==> src/rtl/axis_stream_monitor.sv <==
// Passive multi-channel AXI-Stream handshake monitor: saturating per-channel counters with snapshot/clear.
// Latency: events land in live counters at the sampling edge; rd_data is registered one clock behind ctrl/counters.
// Backpressure: none; observes tvalid/tready/tlast only and never drives or delays the monitored streams.
module axis_stream_monitor #(
    parameter int NUM_CH    = 3,
    parameter int CNT_WIDTH = 32
) (
    input  logic                 c0_ddr4_clk,
    input  logic                 c0_ddr4_rst,
    input  logic [NUM_CH-1:0]    ch_tvalid,
    input  logic [NUM_CH-1:0]    ch_tready,
    input  logic [NUM_CH-1:0]    ch_tlast,
    input  logic [31:0]          ctrl,
    output logic [31:0]          rd_data,
    output logic [31:0]          status
);

    localparam int NSEL   = 5;
    localparam int BEAT   = 0;
    localparam int STALL  = 1;
    localparam int STARVE = 2;
    localparam int PKT    = 3;
    localparam int MAXS   = 4;

    localparam logic [CNT_WIDTH-1:0] CNT_MAX = '1;
    localparam logic [CNT_WIDTH-1:0] CNT_ONE = {{(CNT_WIDTH-1){1'b0}}, 1'b1};

    logic [CNT_WIDTH-1:0] live_q   [NUM_CH][NSEL];
    logic [CNT_WIDTH-1:0] shadow_q [NUM_CH][NSEL];
    logic [CNT_WIDTH-1:0] run_q    [NUM_CH];
    logic [CNT_WIDTH-1:0] run_inc  [NUM_CH];
    logic [NUM_CH-1:0]    sticky_q;
    logic [NUM_CH-1:0]    stall_now_q;
    logic [NUM_CH-1:0]    sat_hit;
    logic [15:0]          seq_q;
    logic                 clr_q;
    logic                 snap_q;

    logic [2:0]           ch_sel;
    logic [2:0]           cnt_sel;
    logic                 live_mode;
    logic                 clr_edge;
    logic                 snap_edge;
    logic                 unused_ctrl;

    logic [NUM_CH-1:0]    beat;
    logic [NUM_CH-1:0]    stall;
    logic [NUM_CH-1:0]    starve;
    logic [NUM_CH-1:0]    pkt;

    logic [CNT_WIDTH-1:0] sel_val;
    logic [31:0]          rd_next;
    logic [7:0]           sticky_b;
    logic [7:0]           stall_b;

    assign ch_sel      = ctrl[2:0];
    assign cnt_sel     = ctrl[5:3];
    assign live_mode   = ctrl[10];
    assign clr_edge    = ctrl[8] & ~clr_q;
    assign snap_edge   = ctrl[9] & ~snap_q;
    assign unused_ctrl = ^{ctrl[31:11], ctrl[7:6]};

    assign beat   = ch_tvalid & ch_tready;
    assign stall  = ch_tvalid & ~ch_tready;
    assign starve = ch_tready & ~ch_tvalid;
    assign pkt    = ch_tvalid & ch_tready & ch_tlast;

    function automatic logic [CNT_WIDTH-1:0] sat_inc(input logic [CNT_WIDTH-1:0] v);
        return (v == CNT_MAX) ? v : v + CNT_ONE;
    endfunction

    always_comb begin
        sat_hit = '0;
        for (int i = 0; i < NUM_CH; i++) begin
            run_inc[i] = sat_inc(run_q[i]);
            sat_hit[i] = (beat[i]   && live_q[i][BEAT]   == CNT_MAX) ||
                         (stall[i]  && live_q[i][STALL]  == CNT_MAX) ||
                         (starve[i] && live_q[i][STARVE] == CNT_MAX) ||
                         (pkt[i]    && live_q[i][PKT]    == CNT_MAX);
        end
    end

    always_ff @(posedge c0_ddr4_clk or posedge c0_ddr4_rst) begin
        if (c0_ddr4_rst) begin
            clr_q       <= 1'b0;
            snap_q      <= 1'b0;
            seq_q       <= '0;
            sticky_q    <= '0;
            stall_now_q <= '0;
            for (int i = 0; i < NUM_CH; i++) begin
                run_q[i] <= '0;
                for (int k = 0; k < NSEL; k++) begin
                    live_q[i][k]   <= '0;
                    shadow_q[i][k] <= '0;
                end
            end
        end else begin
            clr_q  <= ctrl[8];
            snap_q <= ctrl[9];
            if (snap_edge) seq_q <= seq_q + 16'd1;
            for (int i = 0; i < NUM_CH; i++) begin
                stall_now_q[i] <= stall[i];
                // Shadows take the values as of the start of the cycle, before any clear.
                if (snap_edge) begin
                    for (int k = 0; k < NSEL; k++) shadow_q[i][k] <= live_q[i][k];
                end
                if (clr_edge) begin
                    for (int k = 0; k < NSEL; k++) live_q[i][k] <= '0;
                    run_q[i]    <= '0;
                    sticky_q[i] <= 1'b0;
                end else begin
                    if (beat[i])   live_q[i][BEAT]   <= sat_inc(live_q[i][BEAT]);
                    if (stall[i])  live_q[i][STALL]  <= sat_inc(live_q[i][STALL]);
                    if (starve[i]) live_q[i][STARVE] <= sat_inc(live_q[i][STARVE]);
                    if (pkt[i])    live_q[i][PKT]    <= sat_inc(live_q[i][PKT]);
                    run_q[i] <= stall[i] ? run_inc[i] : '0;
                    if (stall[i] && run_inc[i] > live_q[i][MAXS]) live_q[i][MAXS] <= run_inc[i];
                    if (sat_hit[i]) sticky_q[i] <= 1'b1;
                end
            end
        end
    end

    always_comb begin
        sel_val = '0;
        for (int i = 0; i < NUM_CH; i++) begin
            if (ch_sel == i[2:0]) begin
                for (int k = 0; k < NSEL; k++) begin
                    if (cnt_sel == k[2:0]) sel_val = live_mode ? live_q[i][k] : shadow_q[i][k];
                end
            end
        end
        rd_next = '0;
        rd_next[CNT_WIDTH-1:0] = sel_val;
    end

    always_ff @(posedge c0_ddr4_clk or posedge c0_ddr4_rst) begin
        if (c0_ddr4_rst) rd_data <= '0;
        else             rd_data <= rd_next;
    end

    always_comb begin
        sticky_b = '0;
        stall_b  = '0;
        sticky_b[NUM_CH-1:0] = sticky_q;
        stall_b[NUM_CH-1:0]  = stall_now_q;
    end

    assign status = {seq_q, stall_b, sticky_b};

endmodule

==> config.mk <==
export PLATFORM = sky130hd
export DESIGN_NAME = axis_stream_monitor
export DESIGN_NICKNAME = d
export VERILOG_FILES = /design/src/rtl/axis_stream_monitor.sv
export SDC_FILE = /design/constraint.sdc
export NUM_CORES = 2
export LEC_CHECK = 0
export CORE_UTILIZATION = 40
export DETAILED_ROUTE_END_ITERATION = 8
export PLACE_DENSITY_LB_ADDON = 0.1
export SETUP_SLACK_MARGIN = 0.15
export SLEW_MARGIN = 20
export SYNTH_ARGS = -nofsm -noshare
export SYNTH_HDL_FRONTEND = slang
export SYNTH_SLANG_ARGS = --single-unit
==> constraint.sdc <==
create_clock -name c0_ddr4_clk -period 62.5 [get_ports c0_ddr4_clk]
set_input_delay 6.25 -clock c0_ddr4_clk [delete_from_list [all_inputs] [get_ports c0_ddr4_clk]]
set_output_delay 6.25 -clock c0_ddr4_clk [all_outputs]
set_load 0.05 [all_outputs]
Word level (Yosys, flattened, before mapping)
Cells that the tools add are included.
{"block": "word_totals", "mem_bits_ro": 0, "in_bits": 43, "reg_bits": 1112, "latchBits": 0, "memories": 0, "mem_bits_rw": 0}
{"block": "classes", "bitwise": 10, "n_mux": 78, "n_div": 0, "shift": 0, "eq_ne": 33, "reduce_logical": 56, "mul": 0, "addsub": 16, "order_cmp": 3}
{"cell": "32-bit two-way mux", "n": 69}
{"cell": "32-bit by 1-bit adder with 32-bit output (second input constant)", "n": 15}
{"cell": "32-bit == test (second input constant)", "n": 15}
{"cell": "160-bit two-way mux", "n": 3}
{"cell": "32-bit > comparator", "n": 3}
{"cell": "2-bit nonzero test", "n": 18}
{"cell": "2-bit inequality test (second input constant)", "n": 12}
{"cell": "2-bit AND reduction", "n": 12}
{"cell": "16-bit by 1-bit adder with 16-bit output (second input constant)", "n": 1}
{"cell": "1-bit logical AND", "n": 15}
{"cell": "3-bit AND", "n": 4}
{"cell": "3-bit by 2-bit == test with 1-bit output (second input constant)", "n": 3}
{"cell": "1-bit logical OR", "n": 9}
{"cell": "3-bit by 1-bit == test with 1-bit output (second input constant)", "n": 2}
{"cell": "3-bit logical NOT", "n": 2}
{"cell": "1-bit two-way mux", "n": 6}
{"cell": "3-bit inverter", "n": 2}
{"cell": "3-bit == test (second input constant)", "n": 1}
{"cell": "1-bit AND", "n": 2}
{"cell": "1-bit inverter", "n": 2}

Longest topological paths before layout
{"block": "logic_depth", "word_depth": 19, "ltp_mapped": 18}

Worst setup path after synthesis
Ideal clock, no wire load.
{"block": "synth_path", "kind": "input to register", "startpoint": "input ctrl[10]", "endpoint": "register rd_data[29]", "setup_slack_ps": 54403, "path_stages": 6, "path_buffers": 2, "t_arrival_ps": 7958, "path_cell_list": "buf_2 buf_1 mux2_2 a221o_1 a222oi_1 o21ai_0"}
{"block": "synth_via", "elab_chain_cells": 19}
{"item": "start: declaration", "line_no": "13", "rtl": "input logic [31:0] ctrl,"}
{"item": "32-bit two-way mux (6 in series)", "line_no": "129", "rtl": "if (cnt_sel == k[2:0]) sel_val = live_mode ? live_q[i][k] : shadow_q[i][k];"}
{"item": "32-bit two-way mux", "line_no": "127", "rtl": "if (ch_sel == i[2:0]) begin"}
{"item": "32-bit two-way mux (5 in series)", "line_no": "129"}
{"item": "32-bit two-way mux", "line_no": "127"}
{"item": "32-bit two-way mux (5 in series)", "line_no": "129"}
{"item": "32-bit two-way mux *", "line_no": "127"}
{"item": "net rd_next[29]", "line_no": "52", "rtl": "logic [31:0] rd_next;"}
{"item": "end signal: assignment", "line_no": "139", "rtl": "else rd_data <= rd_next;"}
{"item": "end: declaration", "line_no": "14", "rtl": "output logic [31:0] rd_data,"}
Mark *: on every way through the listed nets, which the timed path passes. The rest lies on a longest branch.
A chain may end at the register's enable or synchronous reset.

Worst setup path in the final report
{"block": "layout_path", "startpoint": "input ctrl[10]", "endpoint": "register rd_data[11]"}
Same word-level chain as after synthesis.

==> metrics.txt <==
Clock Sinks=1112; period utilization=16.6%; routed wire length=194000 um; final hold violations=0; fin area=66000 um^2; H-tree depth=4; via/cell ratio=5.56; Clock Latency Late Sink=770 ps; port bufs=73; clk root buf=clkbuf_16; max-slew violations=0; drt drc=0; post-synthesis register bit count=1112; fill cell count=14100; Critical Path Start Type=input port; vias in the first global route=45200; Final HPWL DP=134000 um; CTS resizes=0; worst setup path class=input port to flip-flop; global-route wire length before repair=296000 um; min Tclk post-route=10390 ps; DRT iter0 DRCs=3744; P&R area growth vs syn=11.5%; mapped cell area=59200 um^2; setup tns final=0 ps; drt first pass iters=8; Die Height=387 um; Peak Freq=0.0963 GHz; Longest Clk Path Bufs=3; max_slew headroom=22.7%; status=finished, final reports clean; pin count of the biggest net entering global routing=112; post-CTS setup buffer count=0; r2r worst-path depth=16; Worst-Margin Slew=1150 ps; layout cells sized above 1=6.80%; Initial Util=40.5%; Finished Core Util=45.2%; Mapped Avg Cell Area=8.98 um^2; count of cell types in the netlist=88; post-route ant nets=0; CP required=62990 ps; Reg clk slew, reported paths=50 ps; Post-synth ARST share=100%; sequential area share after synthesis=47.0%; pre-CTS setup slack=51380 ps; VDD IR max=0.0199 mV; pwr/cell area=27.4 nW/um^2; Post-Syn Instances=6590; Post-DP Area=61500 um^2; fin worst setup slack=52110 ps; final setup fails=0; Hold Buf Count CTS=0; Reg2Reg Capture Point=live_q[160]; maxcap violations=0; EDFF count, synth=0; die area=150000 um^2; Layout Skew=27.2 ps; Yosys warnings=0; crit path to=rd_data[11]; Critical path origin=ctrl[10]; worst hold-check path type=flip-flop to flip-flop; vias=47400; row cnt=140; CTS buffer count=137; reg-to-reg slack, setup=56990 ps; Worst R2R Start=run_q[52]; CP Capture Type=flip-flop; Routed wire per std cell=22.8 um; io pins=107; Tot GR Track Use=25.8%; Main synth FF type=dfrtp_1; Static Leak=0.0307 uW; CTS tree=done; Final Net Count=6657; crit path max fanout=105; RSZ-0062 raised after global routing=no; WP data arrival=10880 ps; grt ovf=0; Core ar.=146000 um^2; Die W=387 um; initial antenna violation count=7; GPL Wtd Cong=0.912
[cells by family (layout without fill, tap and decap cells)]
| group | count (synthesis) | after routing | synth area share, % |
|---|---|---|---|
| other | 1 | 13 | 0.00633 |
| flip-flops | 1112 | 1112 | 47.0 |
| AO/OA/AOI/OAI | 950 | 950 | 9.94 |
| buffers and inverters | 613 | 615 | 4.11 |
| adder cells (fa/ha/maj) | 112 | 112 | 2.37 |
| AND/OR/NAND/NOR | 2948 | 2948 | 22.4 |
| XOR/XNOR | 414 | 414 | 6.12 |
| multiplexers | 440 | 440 | 8.03 |
[worst max-delay path, stage by stage]
cell	delay, ps
buf_8	480
buf_12	550
buf_4	750
buf_4	740
mux2_2	450
o21ai_0	420
o22ai_1	230
a222oi_1	330
o21ai_0	390
[cells in the final DEF, fill, tap and decap left out, types with 29 or more instances in the layout]
| master | n |
|---|---|
| nand2_1 | 1470 |
| dfrtp_1 | 1112 |
| nor2_1 | 595 |
| mux2i_1 | 357 |
| o21ai_0 | 329 |
| xor2_1 | 245 |
| inv_1 | 222 |
| a21oi_1 | 208 |
| nand3_1 | 196 |
| xnor2_1 | 169 |
| nand4_1 | 154 |
| clkbuf_16 | 144 |
| ha_1 | 112 |
| a211oi_1 | 111 |
| nor3_1 | 105 |
| o22ai_1 | 92 |
| and4_1 | 79 |
| and3_1 | 79 |
| buf_4 | 78 |
| clkdlybuf4s50_1 | 69 |
| mux2_2 | 61 |
| nor2b_1 | 55 |
| or3_1 | 54 |
| nor4_1 | 38 |
| clkbuf_8 | 32 |
| o2bb2ai_1 | 29 |
[area by class of cell]
class	count	area, um^2	area share [%]
multi-input cells	4874	29100	44.1
repair buffers	152	1360	2.05
inverters	225	852	1.29
diodes	3	7.51	0.0114
clock buffers	202	4140	6.27
well taps	1917	2400	3.63
flip-flops and latches	1112	27800	42.1
clock inverters	36	357	0.540
[stage by stage]
stage,hold WS (ps),instances,power [uW]
floorplan,438,6599,937
global placement,450,8280,1020
detailed placement,454,8280,1020
CTS,468,8518,1830
global route,481,8518,1880
finish,466,8521,1810
[synthesized netlist by cell type (19+ instances only)]
| master | number | area, um^2 |
|---|---|---|
| nor3_1 | 108 | 541 |
| inv_1 | 223 | 837 |
| clkbuf_1 | 273 | 1020 |
| nor2b_1 | 58 | 363 |
| mux2i_1 | 357 | 3570 |
| buf_1 | 32 | 120 |
| a211oi_1 | 111 | 833 |
| ha_1 | 112 | 1400 |
| and2_1 | 26 | 163 |
| xnor2_1 | 169 | 1480 |
| and4_1 | 79 | 692 |
| o21ai_0 | 329 | 1650 |
| o2bb2ai_1 | 29 | 254 |
| o221ai_1 | 22 | 193 |
| mux2_2 | 61 | 687 |
| xor2_1 | 245 | 2150 |
| dfrtp_1 | 1112 | 27800 |
| nor4_1 | 39 | 244 |
| a21oi_1 | 209 | 1050 |
| and3_1 | 79 | 494 |
| o22ai_1 | 92 | 576 |
| nor2_1 | 598 | 2240 |
| nand4_1 | 154 | 963 |
| buf_2 | 70 | 350 |
| or3_1 | 54 | 338 |
| o211ai_1 | 19 | 143 |
| mux4_2 | 22 | 495 |
| nand2_1 | 1475 | 5540 |
| nand3_1 | 196 | 981 |
[worst min-delay path by stage]
stage	start	endpoint	cells past startpoint	slack [ps]
3_5_place_dp	shadow_q[464]	shadow_q[464]	2	450
2_1_floorplan	shadow_q[106]	shadow_q[106]	2	440
3_3_place_gp	shadow_q[457]	shadow_q[457]	2	450
5_1_grt	shadow_q[462]	shadow_q[462]	2	480
4_1_cts	shadow_q[464]	shadow_q[464]	2	470
6_report	shadow_q[450]	shadow_q[450]	2	470
[sequential cells by signal (all words and copies together) (netlist names)]
register / flops
run_q: 96
snap_q: 1
clr_q: 1
stall_now_q: 3
rd_data: 32
live_q: 480
shadow_q: 480
seq_q: 16
sticky_q: 3
[power by group]
| group | switching [uW] | internal, uW | leakage (uW) |
|---|---|---|---|
| logic | 160 | 68.9 | 0.0130 |
| clock network | 326 | 478 | 0.00224 |
| registers | 23.9 | 752 | 0.0154 |
| total | 509 | 1300 | 0.0307 |
[layer usage]
layer	GRT usage (%)	share of wire, %
met3	4.49	5.8
met4	9.89	3.9
met5	0	0.011
met2	39.0	44
met1	36.8	46
(Power assumes the default switching activity.)
